--- src/rtl/ddr3_req_sched.sv ---
// Client request scheduler in front of ddr3_controller: serializes single
// reads/writes, owns the tREFI timer and interleaves postponed refreshes.
module ddr3_req_sched #(
    parameter int REFRESH_INTERVAL = 781,
    parameter int MAX_DEBT         = 8,
    parameter int URGENT_DEBT      = 4
) (
    input  logic        clk,
    input  logic        reset,
    input  logic        req_valid,
    output logic        req_ready,
    input  logic        req_we,
    input  logic [25:0] req_addr,
    input  logic [15:0] req_wdata,
    output logic        rsp_valid,
    output logic [15:0] rsp_rdata,
    output logic        ctl_rd,
    output logic        ctl_wr,
    output logic        ctl_refresh,
    output logic [25:0] ctl_addr,
    output logic [15:0] ctl_din,
    input  logic        ctl_busy,
    input  logic        ctl_data_ready,
    input  logic [15:0] ctl_dout,
    output logic [3:0]  refresh_debt,
    output logic        refresh_overdue
);
    localparam int TIMER_W = $clog2(REFRESH_INTERVAL);

    typedef enum logic [1:0] {IDLE, ISSUE, SETTLE, WAIT} state_t;
    typedef enum logic [1:0] {CMD_RD, CMD_WR, CMD_REF} cmd_t;

    state_t             state, state_nxt;
    cmd_t               cmd, cmd_nxt;
    logic [TIMER_W-1:0] timer;
    logic               tick;
    logic               ref_pick;
    logic               accept;
    logic               ref_issue;
    logic               read_phase;
    logic               data_seen;
    logic               first_data;

    assign tick       = (timer == TIMER_W'(REFRESH_INTERVAL - 1));
    // Refresh wins when debt is urgent, or opportunistically when no client is waiting.
    assign ref_pick   = (state == IDLE) && !ctl_busy &&
                        ((refresh_debt >= 4'(URGENT_DEBT)) ||
                         ((refresh_debt != 4'd0) && !req_valid));
    assign req_ready  = (state == IDLE) && !ctl_busy && !ref_pick && !reset;
    assign accept     = req_valid && req_ready;
    assign ref_issue  = (state == ISSUE) && (cmd == CMD_REF);
    assign read_phase = ((state == SETTLE) || (state == WAIT)) && (cmd == CMD_RD);
    assign first_data = read_phase && ctl_data_ready && !data_seen;

    assign ctl_rd      = (state == ISSUE) && (cmd == CMD_RD);
    assign ctl_wr      = (state == ISSUE) && (cmd == CMD_WR);
    assign ctl_refresh = ref_issue;

    always_comb begin
        state_nxt = state;
        cmd_nxt   = cmd;
        case (state)
            IDLE: begin
                if (ref_pick) begin
                    state_nxt = ISSUE;
                    cmd_nxt   = CMD_REF;
                end else if (accept) begin
                    state_nxt = ISSUE;
                    cmd_nxt   = req_we ? CMD_WR : CMD_RD;
                end
            end
            ISSUE:  state_nxt = SETTLE;
            SETTLE: state_nxt = WAIT;
            WAIT: begin
                // A read may only retire once its data has been returned.
                if (!ctl_busy && ((cmd != CMD_RD) || data_seen || ctl_data_ready))
                    state_nxt = IDLE;
            end
            default: state_nxt = IDLE;
        endcase
    end

    always_ff @(posedge clk) begin
        if (reset) begin
            state           <= IDLE;
            cmd             <= CMD_RD;
            timer           <= '0;
            refresh_debt    <= 4'd0;
            refresh_overdue <= 1'b0;
            ctl_addr        <= 26'd0;
            ctl_din         <= 16'd0;
            rsp_valid       <= 1'b0;
            rsp_rdata       <= 16'd0;
            data_seen       <= 1'b0;
        end else begin
            state <= state_nxt;
            cmd   <= cmd_nxt;
            timer <= tick ? '0 : timer + TIMER_W'(1);

            // A tick coinciding with a refresh issue cancels out.
            if (ref_issue && !tick)
                refresh_debt <= refresh_debt - 4'd1;
            else if (tick && !ref_issue && (refresh_debt < 4'(MAX_DEBT)))
                refresh_debt <= refresh_debt + 4'd1;
            if (tick && (refresh_debt == 4'(MAX_DEBT)))
                refresh_overdue <= 1'b1;

            if (accept) begin
                ctl_addr <= req_addr;
                ctl_din  <= req_wdata;
            end

            rsp_valid <= first_data;
            if (first_data)
                rsp_rdata <= ctl_dout;

            if (state == ISSUE)
                data_seen <= 1'b0;
            else if (read_phase && ctl_data_ready)
                data_seen <= 1'b1;
        end
    end
endmodule

--- config.mk ---
export PLATFORM = sky130hd
export DESIGN_NAME = ddr3_req_sched
export DESIGN_NICKNAME = d
export VERILOG_FILES = /design/src/rtl/ddr3_req_sched.sv
export SDC_FILE = /design/constraint.sdc
export NUM_CORES = 1
export LEC_CHECK = 0
export ABC_AREA = 1
export CAP_MARGIN = 10
export CORE_AREA = 2 2 90 92
export DETAILED_ROUTE_END_ITERATION = 8
export DIE_AREA = 0 0 92 94
export GPL_ROUTABILITY_DRIVEN = 0
export PLACE_DENSITY = 0.83
export SYNTH_ARGS = -nofsm -noshare
export SYNTH_HDL_FRONTEND = slang
export SYNTH_SLANG_ARGS = --single-unit
--- constraint.sdc ---
create_clock -name clk -period 2.2 [get_ports clk]
set_input_delay 0.33 -clock clk [delete_from_list [all_inputs] [get_ports clk]]
set_output_delay 0.33 -clock clk [all_outputs]
set_load 0.02 [all_outputs]
## Word-level counts from Yosys, hierarchy flattened

Cells that the tools add are included.

- Register bits after elaboration: 79
- Input port bits: 64
- Output and inout port bits: 68
- Word-level logic and storage cells: 71

- Add/sub/neg operators: 3
- Magnitude comparators: 2
- Eq/ne operators: 9
- Mux-type cells: 9
- Reduce and logical (&&, ||, !) cells: 38

Operator list:

| kind | count |
|---|---|
| 1-bit logical AND | 17 |
| 10-bit by 1-bit adder with 10-bit output (second input constant) | 1 |
| 10-bit == test (second input constant) | 1 |
| 2-bit two-way mux | 5 |
| 4-bit two-way mux | 2 |
| 2-bit one-hot mux with 4 select lines | 1 |
| 1-bit zero test | 7 |
| 2-bit == test (second input constant) | 3 |
| 2-bit nonzero test | 3 |
| 4-bit by 1-bit adder with 4-bit output (second input constant) | 1 |
| 2-bit by 1-bit == test with 1-bit output (second input constant) | 2 |
| 4-bit == test (second input constant) | 1 |
| 4-bit by 3-bit greater-or-equal comparator with 1-bit output (second input constant) | 1 |
| 2-bit zero test | 2 |
| 1-bit logical OR | 4 |
| 4-bit less-than comparator (second input constant) | 1 |
| 2-bit AND reduction | 2 |
| 4-bit nonzero test | 1 |
| 2-bit OR reduction | 2 |
| 4-bit by 1-bit subtractor with 4-bit output (second input constant) | 1 |
| 3-bit != test (second input constant) | 1 |
| 2-bit by 1-bit != test with 1-bit output (second input constant) | 1 |
| 1-bit two-way mux | 1 |

## Longest topological paths before layout

Gate-level depths: netlist of the first run.

- Depth after elaboration: 11
- Mapped depth: 15
- Mapped depth without buffers: 15

## Worst setup path after synthesis of the first run

No wires, ideal clock.

- Kind: reg-to-reg
- Start: register state[1]
- End: register refresh_debt[2]
- Library setup time: 0.114 ns
- Arrival time: 1.790 ns
- Required time: 2.086 ns
- Slack: 0.296 ns
- Cell stages (with the launch flop): 14
- Path buffers: 0
- Clock period less this slack: 1.904 ns
- Cell sequence: dfxtp_1 -> inv_1 -> ha_1 -> inv_1 -> nor3_4 -> nand3_1 -> nand2_1 -> inv_1 -> ha_1 -> inv_1 -> nand2_1 -> xnor2_1 -> o21bai_1 -> inv_1

- Cells in the longest elaborated chain, start to end: 6
- Elaborated cells on any way between the ends: 8
- Those cells by class: 1 x eq/ne; 1 x mux; 6 x reduce/logical

Ends and longest elaborated chain:

| element | line | source |
|---|---|---|
| from (decl) | 33 | `state_t state, state_nxt;` |
| from (signal assigned) | 96 | `state <= state_nxt;` |
| 2-bit by 1-bit == test with 1-bit output (*) | 51 | `assign ref_issue = (state == ISSUE) && (cmd == CMD_REF);` |
| 1-bit logical AND (*) | 51 |  |
| net ctl_refresh | 19 | `output logic ctl_refresh,` |
| 1-bit zero test | 103 | `else if (tick && !ref_issue && (refresh_debt < 4'(MAX_DEBT)))` |
| 1-bit logical AND (2 in a row) | 103 |  |
| 2-bit nonzero test (no source line) | -- |  |
| to (signal assigned) | 102 | `refresh_debt <= refresh_debt - 4'd1;` |
| to (signal assigned) | 104 | `refresh_debt <= refresh_debt + 4'd1;` |
| to (decl) | 25 | `output logic [3:0] refresh_debt,` |

Mark *: on every way through the listed nets, which the timed path passes. The rest lies on a longest branch.
A chain may end at the register's enable or synchronous reset.

## Worst setup path in the final report of the first run

- Start: register state[0]
- End: output port ctl_refresh

- Cells in the longest elaborated chain, start to end: 2

Ends and longest elaborated chain:

| element | line |
|---|---|
| 2-bit by 1-bit == test with 1-bit output | 51 |
| 1-bit logical AND | 51 |
| to (decl) | 19 |

No other way between the ends.

==> results.py, run 1 <==
metrics = {
    "status": {
        "status": "complete, no violations",
    },
    "drt": {
        "wl_per_cell_um": 12.4,
        "antenna_violating_nets_post_route": 0,
        "avgViaCountPerCell": 4.71,
        "number_of_violations_reported_at_the_end_of_detailed_routing_iteration_0": 109,
        "drcViolationCount": 0,
        "routed_wirelength_um": 8040,
        "drt_first_pass_iters": 4,
        "routed-via-count": 3057,
    },
    "floorplan": {
        "start_util_pct": 41.2,
        "num_io_pins": 132,
        "fp.dieArea_mm2": 0.00865,
        "die_x_um": 92,
        "row_count": 32,
        "die_h_um": 94,
        "core_area_mm2": 0.00761,
    },
    "grt": {
        "grt_first_pass_wirelength_um": 13200,
        "grt_pass1_vias": 3053,
        "grt_overflow_total": 0,
        "global_route.usage.total_pct": 19.1,
        "largest_net_degree_at_the_start_of_global_routing": 44,
        "antenna_violations_before_repair": 0,
    },
    "placed_design": {
        "place_area_mm2": 0.00456,
        "post-place-cells": 630,
        "io_buf_count": 131,
        "dpl_worst_slack_ns": 0.101,
        "dp_hpwl_um": 5820,
    },
    "sta": {
        "worstMarginPinSlew_ns": 0.366,
        "timing.final.max_slew_violations": 0,
        "report.final.setup_viol": 0,
        "skew_ns": 0.0122,
        "finalCritPeriodShare_pct": 96.3,
        "hold_violations": 0,
        "maxSlewHeadroom_pct": 75.6,
        "final.setup.worst_slack_ns": 0.0812,
        "period_needed_ns": 2.12,
        "fmax_mhz": 472,
    },
    "final_layout": {
        "post_route_cells_drive_above_1_share_pct": 8.04,
        "fillCellCount": 663,
        "antenna_cells": 0,
        "stdcell_count": 649,
        "layout.nets": 614,
        "post_route_design_area_mm2": 0.00481,
        "flow.area_growth_from_synthesis_pct": 53.4,
    },
    "logic_synthesis": {
        "syn_inst": 406,
        "postSynth.asyncResetShare_pct": 0,
        "postSynth.topFlopCell": "sky130_fd_sc_hd__dfxtp_1",
        "ys_seq_elements": 79,
        "post_synth_num_cell_types": 32,
        "synthTopCellsByArea": "sky130_fd_sc_hd__dfxtp_1 50%, sky130_fd_sc_hd__nor2_1 16%, sky130_fd_sc_hd__o21ai_0 10%, sky130_fd_sc_hd__ha_1 3.2%, sky130_fd_sc_hd__inv_1 3.0%",
        "mappedNetlistArea_mm2": 0.00313,
        "synth-seq-area-share_pct": 50.5,
        "post-synth-top-area-fraction_pct": 50.5,
        "synthDominantAreaCellType": "sky130_fd_sc_hd__dfxtp_1",
        "avgSynthCellArea_um2": 7.72,
        "synth_edf_count": 0,
        "synthesis.nets": 478,
        "synthesis.yosys.warnings": 0,
    },
    "worst_hold_path": {
        "tightest_hold_check_type": "register to register",
    },
    "cts": {
        "clk-insertion-delay-late_ns": 0.35,
        "ctsHtreeMaxLevel": 3,
        "cts_inserted_buffers": 9,
        "clock_root_buffer": "sky130_fd_sc_hd__clkbuf_8",
        "cts_tree": "yes",
        "hold_buffers": 0,
        "cts_sinks": 79,
        "clkTransAtPathRegs_ns": 0.08,
        "cts.path.max_buffers": 2,
    },
    "power_and_ir_drop": {
        "max-vdd-ir-drop_v": 0.000515,
        "power-per-cell-area_mw_per_mm2": 840,
        "leakage_nw": 1.93,
    },
    "setup_path": {
        "critical_path.startpoint_type": "register",
        "required_ns": 1.87,
        "critPathArrivalTime_ns": 1.79,
        "worstPathMaxFanout": 4,
        "criticalPathCategory": "register to output pin",
        "endpoint_kind": "output pin",
    },
    "flow_run": {
        "max_cap_violations": 0,
    },
}
==> worst max-delay path, stage by stage (launching register included) <==
cell and delay, ns:
sky130_fd_sc_hd__dfxtp_1 0.39, sky130_fd_sc_hd__ha_2 0.21, sky130_fd_sc_hd__inv_1 0.08, sky130_fd_sc_hd__nor3_4 0.27, sky130_fd_sc_hd__buf_4 0.16, sky130_fd_sc_hd__dlygate4sd2_1 0.32
==> logic make-up (layout without fill, tap and decap cells) <==
family	count (synthesis)	after routing	share of synthesized area, %
DFF	79	79	50.5
buffers and inverters	46	187	6.11
adders and majority gates	8	8	3.20
AOI/OAI and AO/OA	81	81	13.7
xor gates and xnor gates	2	2	0.559
and+or+nand+nor	190	190	26.0
==> power by group <==
group / internal, W / switching (W) / total (W) / leakage [nW]
registers: 0.00161 / 0.000102 / 0.00172 / 0.643
logic: 0.000537 / 0.000600 / 0.00114 / 1.18
clock network: 0.000645 / 0.000538 / 0.00118 / 0.103
total: 0.00280 / 0.00124 / 0.00404 / 1.93
==> synthesized netlist by cell type, types with 2 or more instances <==
master and count:
sky130_fd_sc_hd__buf_4 4, sky130_fd_sc_hd__o21bai_1 2, sky130_fd_sc_hd__inv_1 25, sky130_fd_sc_hd__nor3_2 2
sky130_fd_sc_hd__nand3_1 6, sky130_fd_sc_hd__xnor2_1 2, sky130_fd_sc_hd__buf_2 2, sky130_fd_sc_hd__nor2_1 137
sky130_fd_sc_hd__nor3_4 2, sky130_fd_sc_hd__nor3b_1 2, sky130_fd_sc_hd__o21ai_1 2, sky130_fd_sc_hd__nand4_1 2
sky130_fd_sc_hd__dfxtp_1 79, sky130_fd_sc_hd__nor3_1 7, sky130_fd_sc_hd__nor2_2 2, sky130_fd_sc_hd__o21ai_0 64
sky130_fd_sc_hd__a21oi_1 8, sky130_fd_sc_hd__inv_2 3, sky130_fd_sc_hd__nand2_1 23, sky130_fd_sc_hd__nand3_2 3
sky130_fd_sc_hd__ha_1 8, sky130_fd_sc_hd__nand2_2 2, sky130_fd_sc_hd__clkbuf_1 10
==> registers in the layout (all words and copies together), names as in the netlist <==
name,flops
cmd,2
rsp_rdata,16
data_seen,1
state,2
ctl_din,16
refresh_overdue,1
refresh_debt,4
timer,10
ctl_addr,26
rsp_valid,1
==> area by class of cell <==
| class | count | area, µm² | area share [%] |
|---|---|---|---|
| Clock buffer | 10 | 128 | 2.66 |
| Clock inverter | 6 | 92.6 | 1.93 |
| Inverter | 29 | 109 | 2.27 |
| Multi-Input combinational cell | 281 | 1360 | 28.4 |
| Sequential cell | 79 | 1580 | 32.9 |
| Tap cell | 102 | 128 | 2.66 |
| Timing Repair Buffer | 142 | 1410 | 29.2 |
==> stage by stage <==
stage	setup TNS (ns)	hold slack, ns	power (W)	utilization, %
2_1_floorplan	0	0.452	0.00233	-
6_report	0	0.481	0.00404	63.2
4_1_cts	0	0.487	0.00408	62.8
3_5_place_dp	0	0.469	0.00289	60.0
5_1_grt	-0.0176	0.506	0.00426	63.2
3_3_place_gp	0	0.455	0.00286	60.0
==> routing by layer <==
layer	track usage (%)	part of all wire [%]
met4	9.83	2.1
met5	0	0
met1	20.6	41
met2	34.1	49
met3	5.62	8.0
==> worst paths after layout <==
path	start	end	slack (ns)	depth (start not counted)
setup reg to reg	state[0]	refresh_debt[2]	0.19	14
hold reg to reg	refresh_overdue	refresh_overdue	0.48	2
setup / recovery	state[0]	ctl_refresh	0.08	5
hold / removal	refresh_overdue	refresh_overdue	0.48	2
==> timing repair <==
action,in CTS,in global routing
setup endpoints to repair,3,2
setup buffers,0,3
pin swaps,0,1
cloned,0,0
gates resized for setup,3,3
==> cell usage in the layout (no fill, tap or decap), drive strengths merged, types with 9 or more instances in the layout <==
cell,instances
buf,11
nand2,25
nor2,139
inv,29
clkbuf,10
clkdlybuf4s50,127
dfxtp,79
nand3,9
o21ai,67
nor3,11
(Power assumes the default switching activity.)
==> inputs of run 2 (changes only) <==
Settings changed: CORE_AREA 2 2 90 92 to 2 2 95 87, DIE_AREA 0 0 92 94 to 0 0 97 89, PLACE_DENSITY 0.83 to 0.84.
==> run 2 against run 1 <==
  * Count of clock-buffer cells in the layout decreased by 1
  * Fmax increased by 4.3%
  * Non-clock buffer count decreased by 1
  * Hold slack about the same
  * Highest routed layer unchanged
==> results.py, run 2 (synthesized netlist as in run 1, its figures left out) <==
metrics = {
    "sta": {
        "finalCritPeriodShare_pct": 92.4,
        "timing.final.max_slew_violations": 0,
        "hold_violations": 0,
        "rsz0062_at_grt": "no",
        "fmax_mhz": 492,
        "report.final.setup_viol": 0,
        "fin_setup_tns_ns": 0,
        "maxSlewHeadroom_pct": 76.8,
        "worstMarginPinSlew_ns": 0.347,
        "skew_ns": 0.0119,
        "period_needed_ns": 2.03,
    },
    "final_layout": {
        "flow.area_growth_from_synthesis_pct": 51.7,
        "layout_top_registers": "ctl_addr x26, ctl_din x16, rsp_rdata x16",
        "layout.cells.most_common": "sky130_fd_sc_hd__nor2_1",
        "largest_register_ffs": 26,
        "layout.nets": 613,
        "antenna_cells": 0,
        "max_flop_register": "ctl_addr",
        "final_cell_mix": "137 x sky130_fd_sc_hd__nor2_1, 127 x sky130_fd_sc_hd__clkdlybuf4s50_1, 79 x sky130_fd_sc_hd__dfxtp_1",
        "post_route_cells_drive_above_1_share_pct": 7.88,
        "post_route_design_area_mm2": 0.00475,
    },
    "status": {
        "status": "complete, no violations",
    },
    "cts": {
        "cts.path.max_buffers": 2,
        "cts_sinks": 79,
        "clkTransAtPathRegs_ns": 0.08,
        "clock_root_buffer": "sky130_fd_sc_hd__clkbuf_8",
        "clk-insertion-delay-late_ns": 0.35,
        "ctsHtreeMaxLevel": 3,
        "cts_inserted_buffers": 9,
        "cts_tree": "yes",
        "hold_buffers": 0,
    },
    "setup_path": {
        "critical_path.startpoint_type": "register",
        "crit_top_cell": "sky130_fd_sc_hd__inv_1",
        "crit_chain": "inv_1, ha_1, inv_1, nor3_4, dlygate4sd2_1",
        "endpoint_kind": "output pin",
        "worstPathMaxFanout": 4,
        "required_ns": 1.87,
        "criticalPathCategory": "register to output pin",
        "crit_start": "state[1]",
        "cp_slowest_stage_delay_ns": 0.37,
        "rr_startpoint": "state[1]",
        "critPathArrivalTime_ns": 1.70,
        "slowest_stage": "sky130_fd_sc_hd__dlygate4sd2_1",
    },
    "drt": {
        "routed_wirelength_um": 8180,
        "number_of_violations_reported_at_the_end_of_detailed_routing_iteration_0": 85,
        "routed-via-count": 3089,
        "avgViaCountPerCell": 4.81,
        "antenna_violating_nets_post_route": 0,
        "drcViolationCount": 0,
        "drt_first_pass_iters": 4,
        "wl_per_cell_um": 12.7,
    },
    "placed_design": {
        "dp_hpwl_um": 6000,
        "io_buf_count": 131,
        "place_area_mm2": 0.00456,
    },
    "floorplan": {
        "num_io_pins": 132,
        "die_x_um": 97,
        "core_area_mm2": 0.00754,
        "fp.dieArea_mm2": 0.00863,
        "row_count": 30,
        "die_h_um": 89,
        "start_util_pct": 41.5,
    },
    "power_and_ir_drop": {
        "leakage_nw": 1.90,
        "power-per-cell-area_mw_per_mm2": 808,
        "p_total_w": 0.00384,
        "max-vdd-ir-drop_v": 0.000472,
    },
    "worst_hold_path": {
        "tightest_hold_check_type": "register to register",
        "min-delay-start": "timer[9]",
    },
    "grt": {
        "global_route.usage.total_pct": 19.1,
        "antenna_violations_before_repair": 0,
        "grt_first_pass_wirelength_um": 13400,
        "largest_net_degree_at_the_start_of_global_routing": 33,
        "grt_pass1_vias": 2923,
        "grt_overflow_total": 0,
    },
    "flow_run": {
        "max_cap_violations": 0,
    },
}
[run 2: final timing paths]
| path | depth (start not counted) | end | slack [ns] |
|---|---|---|---|
| max reg2reg | 13 | refresh_debt[2] | 0.26 |
| min | 2 | timer[9] | 0.48 |
| max | 5 | ctl_refresh | 0.17 |
| min reg2reg | 2 | timer[9] | 0.48 |
[run 2: what timing repair did]
| item | in CTS | in global routing |
|---|---|---|
| setup endpoints to repair | 3 | 2 |
| resized for setup | 3 | 2 |
| endpoints found under the hold margin | 0 | 0 |
| pin swaps | 0 | 1 |
| buffers inserted | 0 | 1 |
[run 2: power breakdown]
group	leakage, nW	switching (W)	total (W)	internal, W
sequential	0.643	0.000102	0.00172	0.00161
combinational	1.18	0.000601	0.00114	0.000540
clock	0.0785	0.000565	0.000983	0.000418
total	1.90	0.00127	0.00384	0.00257
[run 2: worst max-delay path, delay by kind of cell (launching register included)]
kind	cells	cell delay, ns
and+or+nand+nor	1	0.25
buffers and inverters	3	0.58
adders and majority gates	1	0.18
DFF	1	0.34
[run 2: stage by stage]
step | cells | hold slack [ns] | setup WS [ns] | util (%)
2_1_floorplan | 406 | 0.452 | 0.296 | -
3_3_place_gp | 625 | 0.458 | 0.125 | 60.5
3_5_place_dp | 625 | 0.470 | 0.115 | 60.5
4_1_cts | 641 | 0.488 | 0.0396 | 62.8
5_1_grt | 642 | 0.509 | 0.00761 | 63.0
6_report | 642 | 0.481 | 0.168 | 63.0
[run 2: area by class of cell]
cell class / count / area (µm²)
fill: 669 / 2790
sequential: 79 / 1580
timing repair buffer: 141 / 1400
multi-input combinational: 281 / 1370
clock buffer: 9 / 124
tap: 96 / 120
inverter: 29 / 109
clock inverter: 7 / 56.3
[run 2: routing by layer]
| metal | wire, µm | vias to the layer above | GRT usage (%) |
|---|---|---|---|
| met1 | 3440 | 1396 | 22.5 |
| met3 | 611 | 14 | 7.27 |
| met2 | 3960 | 105 | 32.0 |
| met4 | 170 | 0 | 8.07 |
| li1 | - | 1574 | - |
| met5 | 0 | - | 0 |
==> inputs of run 3 (changes only) <==
Settings changed: CAP_MARGIN 10 to 40, CTS_CLUSTER_SIZE set to 24.
==> results of run 3 <==
Same layout as run 2: the final DEF is identical, and so are final timing and power.
